## src/rtl/compressed_line_fetcher_pkg.sv

```systemverilog
// rtl/compressed_line_fetcher_pkg.sv - shared encodings, size table and FSM type for the line fetcher
package compressed_line_fetcher_pkg;

  localparam int LINE_BITS = 256;

  localparam logic [3:0] ENC_ZERO  = 4'd0;
  localparam logic [3:0] ENC_B96_A = 4'd2;
  localparam logic [3:0] ENC_B128  = 4'd3;
  localparam logic [3:0] ENC_B192  = 4'd4;
  localparam logic [3:0] ENC_B96_B = 4'd5;
  localparam logic [3:0] ENC_B160  = 4'd6;
  localparam logic [3:0] ENC_B144  = 4'd7;
  localparam logic [3:0] ENC_RAW   = 4'd15;

  typedef enum logic [1:0] {
    ST_IDLE  = 2'd0,
    ST_FETCH = 2'd1,
    ST_DONE  = 2'd2
  } fetch_state_t;

  // Table of record for stored line size; the decompressor decodes with the same function.
  function automatic logic [8:0] enc_to_size(input logic [3:0] enc);
    case (enc)
      ENC_ZERO:  return 9'd1;
      ENC_B96_A: return 9'd96;
      ENC_B128:  return 9'd128;
      ENC_B192:  return 9'd192;
      ENC_B96_B: return 9'd96;
      ENC_B160:  return 9'd160;
      ENC_B144:  return 9'd144;
      default:   return 9'(LINE_BITS);
    endcase
  endfunction

endpackage

```

## src/rtl/compressed_line_fetcher_if.sv

```systemverilog
// rtl/compressed_line_fetcher_if.sv - request, memory and decompressor handshakes of the line fetcher
interface compressed_line_fetcher_if
  import compressed_line_fetcher_pkg::*;
#(
  parameter int ADDR_W = 32,
  parameter int BEAT_W = 32
) ();

  logic                 req_valid;
  logic                 req_ready;
  logic [ADDR_W-1:0]    req_addr;
  logic [3:0]           req_encoding;
  logic                 mem_req_valid;
  logic                 mem_req_ready;
  logic [ADDR_W-1:0]    mem_req_addr;
  logic                 mem_rsp_valid;
  logic [BEAT_W-1:0]    mem_rsp_data;
  logic                 out_valid;
  logic                 out_ready;
  logic [LINE_BITS-1:0] out_data;
  logic [3:0]           out_encoding;
  logic [8:0]           out_size;

  modport master (
    output req_valid, req_addr, req_encoding, mem_req_ready, mem_rsp_valid, mem_rsp_data, out_ready,
    input  req_ready, mem_req_valid, mem_req_addr, out_valid, out_data, out_encoding, out_size
  );

  modport slave (
    input  req_valid, req_addr, req_encoding, mem_req_ready, mem_rsp_valid, mem_rsp_data, out_ready,
    output req_ready, mem_req_valid, mem_req_addr, out_valid, out_data, out_encoding, out_size
  );

endinterface

```

## src/rtl/compressed_line_fetcher_line_assembly_buffer.sv

```systemverilog
// rtl/compressed_line_fetcher_line_assembly_buffer.sv - 256-bit line register written one beat slot at a time
module compressed_line_fetcher_line_assembly_buffer
  import compressed_line_fetcher_pkg::*;
#(
  parameter int BEAT_W = 32,
  parameter int IDX_W  = 4
) (
  input  logic                 i_clk,
  input  logic                 i_rst_n,
  input  logic                 i_clear,
  input  logic                 i_wr_en,
  input  logic [IDX_W-1:0]     i_wr_idx,
  input  logic [BEAT_W-1:0]    i_wr_data,
  output logic [LINE_BITS-1:0] o_line
);

  logic [LINE_BITS-1:0] r_line;

  always_ff @(posedge i_clk or negedge i_rst_n) begin
    if (!i_rst_n) begin
      r_line <= '0;
    end else if (i_clear) begin
      r_line <= '0;
    end else if (i_wr_en) begin
      r_line[int'(i_wr_idx) * BEAT_W +: BEAT_W] <= i_wr_data;
    end
  end

  assign o_line = r_line;

endmodule

```

## src/rtl/compressed_line_fetcher.sv

```systemverilog
// rtl/compressed_line_fetcher.sv - fetches a compressed cache line beat by beat and hands it to the decompressor
module compressed_line_fetcher
  import compressed_line_fetcher_pkg::*;
#(
  parameter int ADDR_W          = 32,
  parameter int BEAT_W          = 32,
  parameter int MAX_OUTSTANDING = 4
) (
  input  logic                     i_clk,
  input  logic                     i_rst_n,
  compressed_line_fetcher_if.slave bus,
  output logic                     o_protocol_err
);

  localparam int                SLOTS  = LINE_BITS / BEAT_W;
  localparam int                CNT_W  = $clog2(SLOTS + 1);
  localparam logic [ADDR_W-1:0] STRIDE = ADDR_W'(BEAT_W / 8);

  fetch_state_t         r_state;
  fetch_state_t         w_next_state;
  logic [ADDR_W-1:0]    r_addr;
  logic [3:0]           r_enc;
  logic [8:0]           r_size;
  logic [CNT_W-1:0]     r_issued;
  logic [CNT_W-1:0]     r_received;
  logic [CNT_W-1:0]     w_beats;
  logic [CNT_W-1:0]     w_outstanding;
  logic                 r_protocol_err;
  logic                 w_req_fire;
  logic                 w_in_fetch;
  logic                 w_mem_valid;
  logic                 w_mem_fire;
  logic                 w_rsp_take;
  logic                 w_rsp_stray;
  logic                 w_last_beat;
  logic [LINE_BITS-1:0] w_line;

  assign w_beats       = CNT_W'((32'(r_size) + 32'(BEAT_W - 1)) / 32'(BEAT_W));
  assign w_outstanding = r_issued - r_received;
  assign w_in_fetch    = (r_state == ST_FETCH);
  assign w_req_fire    = bus.req_valid && bus.req_ready;
  assign w_mem_valid   = w_in_fetch && (r_issued < w_beats)
                         && (32'(w_outstanding) < 32'(MAX_OUTSTANDING));
  assign w_mem_fire    = w_mem_valid && bus.mem_req_ready;
  // A response with nothing outstanding (or outside FETCH) has no slot to land in.
  assign w_rsp_take    = w_in_fetch && bus.mem_rsp_valid && (r_received != r_issued);
  assign w_rsp_stray   = bus.mem_rsp_valid && !w_rsp_take;
  assign w_last_beat   = w_rsp_take && ((r_received + CNT_W'(1)) == w_beats);

  always_ff @(posedge i_clk or negedge i_rst_n) begin
    if (!i_rst_n) begin
      r_state        <= ST_IDLE;
      r_addr         <= '0;
      r_enc          <= '0;
      r_size         <= '0;
      r_issued       <= '0;
      r_received     <= '0;
      r_protocol_err <= 1'b0;
    end else begin
      r_state <= w_next_state;
      if (w_req_fire) begin
        r_addr     <= bus.req_addr;
        r_enc      <= bus.req_encoding;
        r_size     <= enc_to_size(bus.req_encoding);
        r_issued   <= '0;
        r_received <= '0;
      end else begin
        if (w_mem_fire) r_issued <= r_issued + CNT_W'(1);
        if (w_rsp_take) r_received <= r_received + CNT_W'(1);
      end
      if (w_rsp_stray) r_protocol_err <= 1'b1;
    end
  end

  always_comb begin
    w_next_state = r_state;
    case (r_state)
      ST_IDLE:  if (w_req_fire) w_next_state = ST_FETCH;
      ST_FETCH: if (w_last_beat) w_next_state = ST_DONE;
      ST_DONE:  if (bus.out_ready) w_next_state = ST_IDLE;
      default:  w_next_state = ST_IDLE;
    endcase
  end

  compressed_line_fetcher_line_assembly_buffer #(
    .BEAT_W (BEAT_W),
    .IDX_W  (CNT_W)
  ) u_line_buf (
    .i_clk     (i_clk),
    .i_rst_n   (i_rst_n),
    .i_clear   (w_req_fire),
    .i_wr_en   (w_rsp_take),
    .i_wr_idx  (r_received),
    .i_wr_data (bus.mem_rsp_data),
    .o_line    (w_line)
  );

  // Ready is masked while reset is held so no request is taken before release.
  assign bus.req_ready     = (r_state == ST_IDLE) && i_rst_n;
  assign bus.mem_req_valid = w_mem_valid;
  assign bus.mem_req_addr  = r_addr + ADDR_W'(r_issued) * STRIDE;
  assign bus.out_valid     = (r_state == ST_DONE);
  assign bus.out_data      = w_line;
  assign bus.out_encoding  = r_enc;
  assign bus.out_size      = r_size;
  assign o_protocol_err    = r_protocol_err;

endmodule
```

## src/flat_wrapper.sv

```systemverilog
// flat-port wrapper written by rule: the top's interface ports become plain ports
module compressed_line_fetcher_flat import compressed_line_fetcher_pkg::*;
#(
  parameter int ADDR_W          = 32,
  parameter int BEAT_W          = 32,
  parameter int MAX_OUTSTANDING = 4
)
  (i_clk, i_rst_n, o_protocol_err, bus_req_valid, bus_req_addr, bus_req_encoding, bus_mem_req_ready, bus_mem_rsp_valid, bus_mem_rsp_data, bus_out_ready, bus_req_ready, bus_mem_req_valid, bus_mem_req_addr, bus_out_valid, bus_out_data, bus_out_encoding, bus_out_size);
  compressed_line_fetcher_if #(.ADDR_W(ADDR_W), .BEAT_W(BEAT_W)) bus_i ();
  input  logic i_clk;
  input  logic i_rst_n;
  output logic o_protocol_err;
  input wire logic [$bits(bus_i.req_valid)-1:0] bus_req_valid;
  input wire logic [$bits(bus_i.req_addr)-1:0] bus_req_addr;
  input wire logic [$bits(bus_i.req_encoding)-1:0] bus_req_encoding;
  input wire logic [$bits(bus_i.mem_req_ready)-1:0] bus_mem_req_ready;
  input wire logic [$bits(bus_i.mem_rsp_valid)-1:0] bus_mem_rsp_valid;
  input wire logic [$bits(bus_i.mem_rsp_data)-1:0] bus_mem_rsp_data;
  input wire logic [$bits(bus_i.out_ready)-1:0] bus_out_ready;
  output wire logic [$bits(bus_i.req_ready)-1:0] bus_req_ready;
  output wire logic [$bits(bus_i.mem_req_valid)-1:0] bus_mem_req_valid;
  output wire logic [$bits(bus_i.mem_req_addr)-1:0] bus_mem_req_addr;
  output wire logic [$bits(bus_i.out_valid)-1:0] bus_out_valid;
  output wire logic [$bits(bus_i.out_data)-1:0] bus_out_data;
  output wire logic [$bits(bus_i.out_encoding)-1:0] bus_out_encoding;
  output wire logic [$bits(bus_i.out_size)-1:0] bus_out_size;
  assign bus_i.req_valid = bus_req_valid;
  assign bus_i.req_addr = bus_req_addr;
  assign bus_i.req_encoding = bus_req_encoding;
  assign bus_i.mem_req_ready = bus_mem_req_ready;
  assign bus_i.mem_rsp_valid = bus_mem_rsp_valid;
  assign bus_i.mem_rsp_data = bus_mem_rsp_data;
  assign bus_i.out_ready = bus_out_ready;
  assign bus_req_ready = bus_i.req_ready;
  assign bus_mem_req_valid = bus_i.mem_req_valid;
  assign bus_mem_req_addr = bus_i.mem_req_addr;
  assign bus_out_valid = bus_i.out_valid;
  assign bus_out_data = bus_i.out_data;
  assign bus_out_encoding = bus_i.out_encoding;
  assign bus_out_size = bus_i.out_size;
  compressed_line_fetcher #(.ADDR_W(ADDR_W), .BEAT_W(BEAT_W), .MAX_OUTSTANDING(MAX_OUTSTANDING)) u_core (.i_clk(i_clk), .i_rst_n(i_rst_n), .bus(bus_i), .o_protocol_err(o_protocol_err));
endmodule
```

## config.mk

```make
export PLATFORM = sky130hd
export DESIGN_NAME = compressed_line_fetcher_flat
export DESIGN_NICKNAME = d
export VERILOG_FILES = /design/src/rtl/compressed_line_fetcher_pkg.sv /design/src/rtl/compressed_line_fetcher_if.sv /design/src/rtl/compressed_line_fetcher_line_assembly_buffer.sv /design/src/rtl/compressed_line_fetcher.sv /design/src/flat_wrapper.sv
export SDC_FILE = /design/constraint.sdc
export NUM_CORES = 1
export LEC_CHECK = 0
export BUFFER_PORTS_ARGS = -buffer_cell sky130_fd_sc_hd__buf_4
export CAP_MARGIN = 10
export CORE_UTILIZATION = 40
export CTS_CLUSTER_SIZE = 14
export DETAILED_ROUTE_END_ITERATION = 7
export GPL_TIMING_DRIVEN = 0
export PLACE_DENSITY = 0.71
export SYNTH_ARGS = -nofsm -noshare
export SYNTH_HDL_FRONTEND = slang
export SYNTH_SLANG_ARGS = --single-unit
```

## constraint.sdc

```tcl
create_clock -name i_clk -period 3.6 [get_ports i_clk]
set_input_delay 0.18 -clock i_clk [delete_from_list [all_inputs] [get_ports i_clk]]
set_output_delay 0.18 -clock i_clk [all_outputs]
set_load 0.01 [all_outputs]
```

**Yosys cells after proc, flatten, opt, wreduce, memory -nomap -nowiden**

Index checks and enable logic that the tools add are counted.

- Bits in registers: 312
- Bits in latches: 0
- Memory bits (writable): 0
- ROM bits: 0
- Input port bits: 74
- Output and inout port bits: 305
- Word-level logic and storage cells: 59
- Memories kept: 0

- Add/sub/neg operators: 6
- Multiply operators: 0
- Divide/modulo/power cells: 0
- Magnitude comparators: 2
- Eq/ne operators: 13
- Shift operators: 2
- Muxes and demuxes: 12
- Bitwise operators: 0
- Reductions and logical operators: 16

Operators with widths:

| kind | count |
|---|---|
| $mux W256 | 2 |
| $bwmux W256 | 1 |
| $shift A32 B33 Y256 const A | 1 |
| $shiftx A32 B33 Y256 | 1 |
| $pmux W9 S6 | 1 |
| $neg A9 Y33 | 1 |
| $add A32 B6 Y32 | 1 |
| $eq A4 B3 Y1 const B | 4 |
| $mux W4 | 4 |
| $add A9 B5 Y9 const B | 1 |
| $logic_and A1 B1 Y1 | 9 |
| $add A4 B1 Y4 const B | 2 |
| $eq A4 B2 Y1 const B | 2 |
| $mux W2 | 3 |
| $ne A2 B2 Y1 const B | 3 |
| $pmux W2 S3 | 1 |
| $eq A4 B4 Y1 | 1 |
| $logic_not A4 Y1 | 1 |
| $lt A4 B3 Y1 const B | 1 |
| $lt A4 B4 Y1 | 1 |
| $ne A4 B4 Y1 | 1 |
| $reduce_bool A2 Y1 | 2 |
| $sub A4 B4 Y4 | 1 |
| $reduce_and A3 Y1 | 1 |
| 5 further kinds | 5 |

**Depth between registers and ports, before layout**

Gate-level depths: netlist of run 1.

- Word-level depth: 7
- Gate-level depth with buffers: 11
- Mapped depth without buffers: 9

**Hierarchy**

A second synthesis of run 1 with hierarchy kept.

- Cells, all modules: 1034
- Area, all modules: 12929.9 um2

By module, submodules not included:

| module | times used | cells an instance | area an instance (um2) | seq. area each (um2) |
|---|---|---|---|---|
| compressed_line_fetcher_line_assembly_buffer | 1 | 660 | 9811.9 | 6406.1 |
| compressed_line_fetcher | 1 | 374 | 3118.0 | 1326.3 |

**Least setup slack after synthesis of run 1**

OpenSTA, ideal clock, no wires.

- Kind: register -> register
- From: reg u_core.r_received[0]
- To: reg u_core.u_line_buf.r_line[196], in the netlist u_core.u_line_buf.o_line[196]
- Setup time: 135 ps
- Arrival time: 2394 ps
- Data required time: 3465 ps
- Setup slack: 1071 ps
- Cell stages (with the launch flop): 12
- Path buffers: 4
- Period minus slack after synthesis: 2529 ps
- Cell sequence: dfrtp_1 -> buf_2 -> inv_1 -> ha_1 -> buf_2 -> nand2b_1 -> a211o_1 -> or4b_1 -> buf_2 -> buf_2 -> nand3_1 -> o21ai_0

- Word-level cells in the longest chain between the ends: 5
- Elaborated cells between the ends (all ways): 9
- Classes of those cells: add/sub: 1; eq/ne: 1; shift: 2; mux: 3; reduce/logical: 2

RTL lines:

| what | line | source |
|---|---|---|
| start: declaration | compressed_line_fetcher.sv:25 | `logic [CNT_W-1:0] r_received;` |
| start signal: assignment | compressed_line_fetcher.sv:69 | `if (w_rsp_take) r_received <= r_received + CNT_W'(1);` |
| $neg A9 Y33 | compressed_line_fetcher_line_assembly_buffer.sv:25 | `r_line[int'(i_wr_idx) * BEAT_W +: BEAT_W] <= i_wr_data;` |
| $shiftx A32 B33 Y256 or $shift A32 B33 Y256 (tied branches) | compressed_line_fetcher_line_assembly_buffer.sv:25 |  |
| $bwmux W256 | compressed_line_fetcher_line_assembly_buffer.sv:25 |  |
| $mux W256 | compressed_line_fetcher_line_assembly_buffer.sv:24 | `end else if (i_wr_en) begin` |
| $mux W256 | compressed_line_fetcher_line_assembly_buffer.sv:22 | `end else if (i_clear) begin` |
| end signal: indexed assignment | compressed_line_fetcher_line_assembly_buffer.sv:25 |  |
| end: declaration | compressed_line_fetcher_line_assembly_buffer.sv:17 | `logic [LINE_BITS-1:0] r_line;` |

Several ways; a longest one is shown, not always the timed one. The select of a mux whose other input is x is not followed.
A chain may end at the register's enable or synchronous reset.

**Final worst setup path of run 1**

- From: reg u_core.r_received[0]
- To: reg u_core.u_line_buf.r_line[21], in the netlist u_core.u_line_buf.o_line[21]

Same word-level chain as after synthesis.

==> results of run 1 <==
-- critical path, cell delays in order, from the launching register on --
cell	delay [ps]
dfrtp_1	430
buf_2	260
inv_1	80
ha_1	290
clkbuf_1	220
inv_1	210
nand4_1	190
a2111oi_4	790
clkbuf_1	500
nand2_1	210
o21ai_0	110
-- layout by cell type, fill, tap and decap left out, types with 3 or more instances in the layout --
master,instances
nor2b_1,7
dfrtp_1,309
or3_1,3
nor2_1,20
nor3_1,9
a21oi_1,11
ha_1,15
clkbuf_8,10
buf_2,52
mux2i_1,4
inv_1,20
and3_1,10
dlygate4sd3_1,45
clkbuf_16,37
o21ai_1,11
o21ai_0,133
clkbuf_1,65
buf_4,346
and4_1,4
clkinv_2,5
xor2_1,19
a31oi_1,5
nand4_1,6
a21o_1,4
xnor2_1,19
nand2_1,348
nand3_1,48
o21a_1,3
buf_1,5
nand2b_1,4
a22o_1,127
conb_1,3
-- power groups by stage --
| stage | Sequential, W | Clock [W] | Combinational [W] |
|---|---|---|---|
| CTS | 0.00478 | 0.00367 | 0.00426 |
| finish | 0.00479 | 0.00363 | 0.00428 |
| global placement | 0.00479 | 0 | 0.00409 |
| global route | 0.00488 | 0.00380 | 0.00468 |
| floorplan | 0.00495 | 0 | 0.00202 |
| detailed placement | 0.00482 | 0 | 0.00421 |
-- cell families after synthesis --
| family | count (synthesis) | share of synthesized area |
|---|---|---|
| xor+xnor | 39 | 0.0266 |
| mux | 5 | 0.00391 |
| other cells | 1 | 0.000286 |
| compound gates | 309 | 0.162 |
| flops | 309 | 0.589 |
| fa+ha+maj | 16 | 0.0158 |
| buf+inv | 142 | 0.0472 |
| simple gates | 473 | 0.154 |
-- per-stage QoR --
stage / instance area (um^2) / setup TNS [ps] / total power, W
floorplan: 13100 / 0 / 0.00697
global placement: 16200 / -585830 / 0.00888
detailed placement: 16300 / 0 / 0.00902
CTS: 17900 / 0 / 0.0127
global route: 18000 / -3.73 / 0.0134
finish: 18000 / 0 / 0.0127
-- how the worst min path moves through the flow --
stage	start	slack, ps	cells past startpoint	end
final	bus_mem_rsp_data[9]	4	3	u_core.u_line_buf.o_line[201]
after global routing	bus_mem_rsp_data[6]	7	3	u_core.u_line_buf.o_line[134]
after CTS	bus_mem_rsp_data[9]	0.2	3	u_core.u_line_buf.o_line[201]
after detailed placement	i_rst_n	220	1	u_core.r_addr[23]
after global placement	bus_req_addr[26]	380	3	u_core.r_addr[26]
after floorplan	i_rst_n	-120	0	u_core.bus.out_encoding[0]
-- routing by layer --
layer | global-route usage | up-vias | routed length [um]
li1 | - | 5242 | -
met1 | 0.336 | 5726 | 18100
met2 | 0.440 | 494 | 21600
met3 | 0.0747 | 84 | 4100
met4 | 0.0960 | 0 | 1410
met5 | 0 | - | 0
-- state kept, by name (all words and copies together) (netlist names) --
name,flops
u_core.r_received,4
u_core.bus.out_encoding,4
u_core.r_addr,32
u_core.o_protocol_err,1
u_core.r_issued,4
u_core.bus.out_size,6
u_core.r_state,2
u_core.u_line_buf.o_line,256
-- timing repair --
item	CTS	global route
hold buffers	45	0
gates resized for setup	0	2
endpoints found under the hold margin	134	0
endpoints found under the setup margin	0	199
-- area by class of cell --
class,instances,area [um^2],share of cell area
multi-input cells,845,4780,0.266
flip-flops and latches,309,7730,0.430
clock buffers,53,1060,0.0592
inverters,20,75.1,0.00418
plain buffers,122,544,0.0303
repair buffers,390,3110,0.173
clock inverters,10,120,0.00668
well taps,435,544,0.0303
==> impl_metrics.yaml, run 1 <==
outcome:
  status: "finished clean"
clocking:
  clk_latency_ps: 530
  cts_root_buffer: "clkbuf_16"
  cts_made_buffers: 35
  cts_tree: "built"
  clkSinkCount: 309
  postCtsSetupBuffers: 0
  clock_path_buffers: 3
  htree_levels: 2
  path_clk_slew_ps: 60
yosys:
  syn-cell-area_mm2: 0.0131
  synth_ff_type: "dfrtp_1"
  synth-seq-cells: 309
  yosysWarnings: 0
  yosys.cell_count.top_type: "nand2_1"
  synth_top_cells_by_area: "dfrtp_1, nand2_1, a22o_1"
  synth_edf_count: 0
  synth_cell_types: 55
  synth_top_area_frac: 0.589
  ys_top_cells_by_count: "nand2_1, dfrtp_1, o21ai_0, a22o_1, clkbuf_1"
  seq_area_frac_synth: 0.589
  async_reset_ff_frac: 1.00
  synthCells: 1294
  netlist.top_cell.by_area: "dfrtp_1"
  synth_area_per_cell_um2: 10.1
finish:
  diodes: 0
  utilization: 0.564
  post_layout_nonfiller_instances: 2184
  num-fill-cells: 2790
  synthToLayoutAreaGrowth_pct: 37.0
  nets: 1813
  drive_above_1_share: 0.269
critical_path:
  startpoint: "u_core.r_received[0]"
  reg2reg_from: "u_core.r_received[0]"
  arrival_ps: 3820
  path_max_fanout: 10
  reg2reg_to: "u_core.u_line_buf.o_line[21]"
  crit_path_end_kind: "flop"
  crit_path_end: "u_core.u_line_buf.o_line[21]"
  rr_worst_depth: 10
  cp_data_required_time_ps: 4050
  critPathKind: "reg2reg"
  r2r_slack_ps: 220
  critPathLaunchType: "flop"
sta:
  timing.hold.ws_ps: 3.85
  post-route-min-period_ps: 3380
  finalHoldViolCount: 0
  post-route-period-util: 0.938
  fmax_mhz: 296
  setup-violations-final: 0
  layout_setup_ws_ps: 222
  relSlewSlack: 0.347
  fin_skew_ps: 24.8
  worst_pin_slew_ps: 974
  slew_violations: 0
power_and_ir_drop:
  cellInternalPower_w: 0.00820
  power_frac_comb: 0.337
  ir_worst_vdd_v: 0.000399
  switching_share: 0.354
  p_leak_nw: 8.99
  power_density_mw_per_mm2: 706
  seq_power_share: 0.377
  clkPwrFrac: 0.286
  power.switching_w: 0.00449
placed_design:
  place.gp.congestion: 0.884
  place_ws_ps: 96.8
  dp_hpwl_um: 32400
  dp.cells: 2075
  portBuffers: 342
detailed_routing:
  wl_um: 45200
  drtIter0Drc: 885
  post-route-drc-count: 0
  wl_per_cell_um: 20.7
  dr.pass1.iters: 5
  via_count: 11500
  avgViaCountPerCell: 5.29
  antenna_left: 0
floorplan:
  initial_utilization: 0.411
  core-area_mm2: 0.0319
  die-area_mm2: 0.0335
  die_w_um: 183
  num_io_pins: 379
  die_h_um: 183
  rows: 65
global_routing:
  antenna_found_initial: 0
  grt_max_degree: 120
  grt-ovfl-total: 0
  grt_pass1_wl_um: 68400
  grt_usage: 0.267
  first_global_vias: 11600
hold_path:
  min_path_type: "in2reg"
flow_run:
  maxCapViolCount: 0
Power figures use the tool's default switching activity.
==> inputs of run 2 (changes only) <==
--- a/config.mk
+++ b/config.mk
@@ -5,13 +5,14 @@
 export SDC_FILE = /design/constraint.sdc
 export NUM_CORES = 1
 export LEC_CHECK = 0
-export BUFFER_PORTS_ARGS = -buffer_cell sky130_fd_sc_hd__buf_4
 export CAP_MARGIN = 10
 export CORE_UTILIZATION = 40
 export CTS_CLUSTER_SIZE = 14
 export DETAILED_ROUTE_END_ITERATION = 7
+export DONT_BUFFER_PORTS = 1
 export GPL_TIMING_DRIVEN = 0
-export PLACE_DENSITY = 0.71
+export PLACE_DENSITY = 0.61
 export SYNTH_ARGS = -nofsm -noshare
 export SYNTH_HDL_FRONTEND = slang
+export SYNTH_HIERARCHICAL = 1
 export SYNTH_SLANG_ARGS = --single-unit
==> run 2 against run 1 <==
Effect of this change:
- critical path type unchanged
- largest power group unchanged
- the run now ends with negative hold slack left
- register-to-register slack about the same
- cell area down 17%
- count of clock-buffer cells in the layout decreased by 2
- non-clock buffer count down 353
==> impl_metrics.yaml, run 2 <==
clocking:
  clkSinkCount: 309
  path_clk_slew_ps: 60
  cts_hold_buf: 38
  clock_path_buffers: 3
  htree_levels: 2
  cts_tree: "built"
  cts_made_buffers: 34
  clk_latency_ps: 510
  cts_root_buffer: "clkbuf_16"
  postCtsSetupBuffers: 0
critical_path:
  critPathLaunchType: "flop"
  startpoint: "u_core/r_received[1]"
  critPathKind: "reg2reg"
  path_max_fanout: 10
  reg2reg_from: "u_core/r_received[1]"
  crit_path_end_kind: "flop"
  cp_data_required_time_ps: 4030
  r2r_slack_ps: 210
  arrival_ps: 3820
floorplan:
  num_io_pins: 379
  die_w_um: 182
  initial_utilization: 0.408
  core-area_mm2: 0.0317
  die-area_mm2: 0.0330
  rows: 65
  die_h_um: 182
sta:
  worst_pin_slew_ps: 1160
  post-route-min-period_ps: 3390
  fmax_mhz: 295
  timing.hold.ws_ps: -608
  setup-violations-final: 0
  layout_setup_ws_ps: 213
  setup_tns_ps: 0
  fin_skew_ps: 21.8
  slew_violations: 0
  rsz0062_at_grt: "false"
  post-route-period-util: 0.941
  relSlewSlack: 0.223
  finalHoldViolCount: 309
yosys:
  netlist.top_cell.by_area: "dfrtp_1"
  ys_top_cells_by_count: "dfrtp_1, a32o_1, nand2_1, a22o_1, buf_2"
  synth_ff_type: "dfrtp_1"
  yosysWarnings: 6
  synth_area_per_cell_um2: 12.5
  seq_area_frac_synth: 0.598
  synth_top_cells_by_area: "dfrtp_1, a32o_1, a22o_1"
  synth_edf_count: 0
  synth_cell_types: 59
  async_reset_ff_frac: 1.00
  yosys.cell_count.top_type: "dfrtp_1"
  syn-cell-area_mm2: 0.0129
  synth_top_area_frac: 0.598
  synthCells: 1034
  synth-seq-cells: 309
detailed_routing:
  wl_per_cell_um: 26.2
  dr.pass1.iters: 5
  wl_um: 40200
  antenna_left: 0
  avgViaCountPerCell: 6.13
  via_count: 9410
  post-route-drc-count: 0
  drtIter0Drc: 608
finish:
  layout_commonest_cell: "dfrtp_1"
  drive_above_1_share: 0.115
  synthToLayoutAreaGrowth_pct: 15.2
  num-fill-cells: 2884
  largest_register_ffs: 256
  diodes: 0
  final_cell_mix: "dfrtp_1, a32o_1, nand2_1"
  nets: 1199
  utilization: 0.470
hold_path:
  min_path_type: "in2async"
placed_design:
  portBuffers: 0
  dp_hpwl_um: 27500
  place.gp.congestion: 0.821
  place_ws_ps: -111
power_and_ir_drop:
  p_leak_nw: 6.88
  ir_worst_vdd_v: 0.000410
  power_w: 0.0132
  power_density_mw_per_mm2: 887
outcome:
  violations: "negative hold slack"
  status: "complete, but fails checks"
global_routing:
  grt_usage: 0.242
  first_global_vias: 9343
  grt_pass1_wl_um: 60800
  grt_max_degree: 311
  antenna_found_initial: 0
  grt-ovfl-total: 0
flow_run:
  maxCapViolCount: 0
[run 2: cell families (layout without fill, tap and decap cells)]
group                      count (synthesis)  after routing  share of synthesized area
adders and majority gates                 15             15                     0.0151
DFF                                      309            309                      0.598
muxes                                      4              4                    0.00310
buffers and inverters                    139            237                     0.0527
AOI/OAI and AO/OA                        311            311                      0.223
xor gates and xnor gates                  41             41                     0.0298
and+or+nand+nor                          214            214                     0.0780
other                                      1              3                   0.000290
[run 2: critical path, stage by stage, from the launching register on]
cell and delay, ps:
dfrtp_1 570, inv_1 90, ha_1 300, nand3_1 100
o211ai_1 410, inv_1 250, and3b_1 230, buf_2 170
a31oi_2 680, buf_2 340, a22o_1 170
[run 2: metal layers]
layer | GRT usage | vias up | wire [um]
li1 | - | 4058 | -
met1 | 0.317 | 4807 | 16300
met2 | 0.377 | 452 | 18700
met3 | 0.0648 | 93 | 3600
met4 | 0.104 | 0 | 1630
met5 | 0 | - | 0
[run 2: worst paths after layout]
kind	end	cells after the start
worst min-delay path	u_core/r_addr[26]	0
worst max-delay path	u_core/u_line_buf/o_line[121]	10
min in group i_clk	u_core/bus.out_encoding[0]	3
max in group asynchronous	u_core/u_line_buf/o_line[126]	0
worst max register to register	u_core/u_line_buf/o_line[121]	10
worst min register to register	u_core/r_addr[1]	2
[run 2: report_power, final]
part | switching (W) | internal, W
clock network | 0.00138 | 0.00194
registers | 0.00185 | 0.00476
logic | 0.00171 | 0.00157
[run 2: final cells by class]
type                    instances  area (um^2)  area share
clock inverters                 9         92.6     0.00622
plain buffers                 121          614      0.0413
repair buffers                 38          380      0.0255
well taps                     402          503      0.0338
multi-input cells             588         4540       0.305
clock buffers                  51          966      0.0649
flip-flops and latches        309         7730       0.519
inverters                      18         67.6     0.00454
[run 2: through the flow]
| step | instances | cell area, um^2 |
|---|---|---|
| floorplan | 1036 | 12900 |
| detailed placement | 1438 | 13400 |
| global route | 1536 | 14900 |
| CTS | 1536 | 14900 |
| global placement | 1438 | 13400 |
| finish | 1536 | 14900 |
[run 2: timing repair]
action	in CTS	in global routing
endpoints found under the setup margin	50	0
hold endpoints to repair	354	309
gates resized for setup	2	0
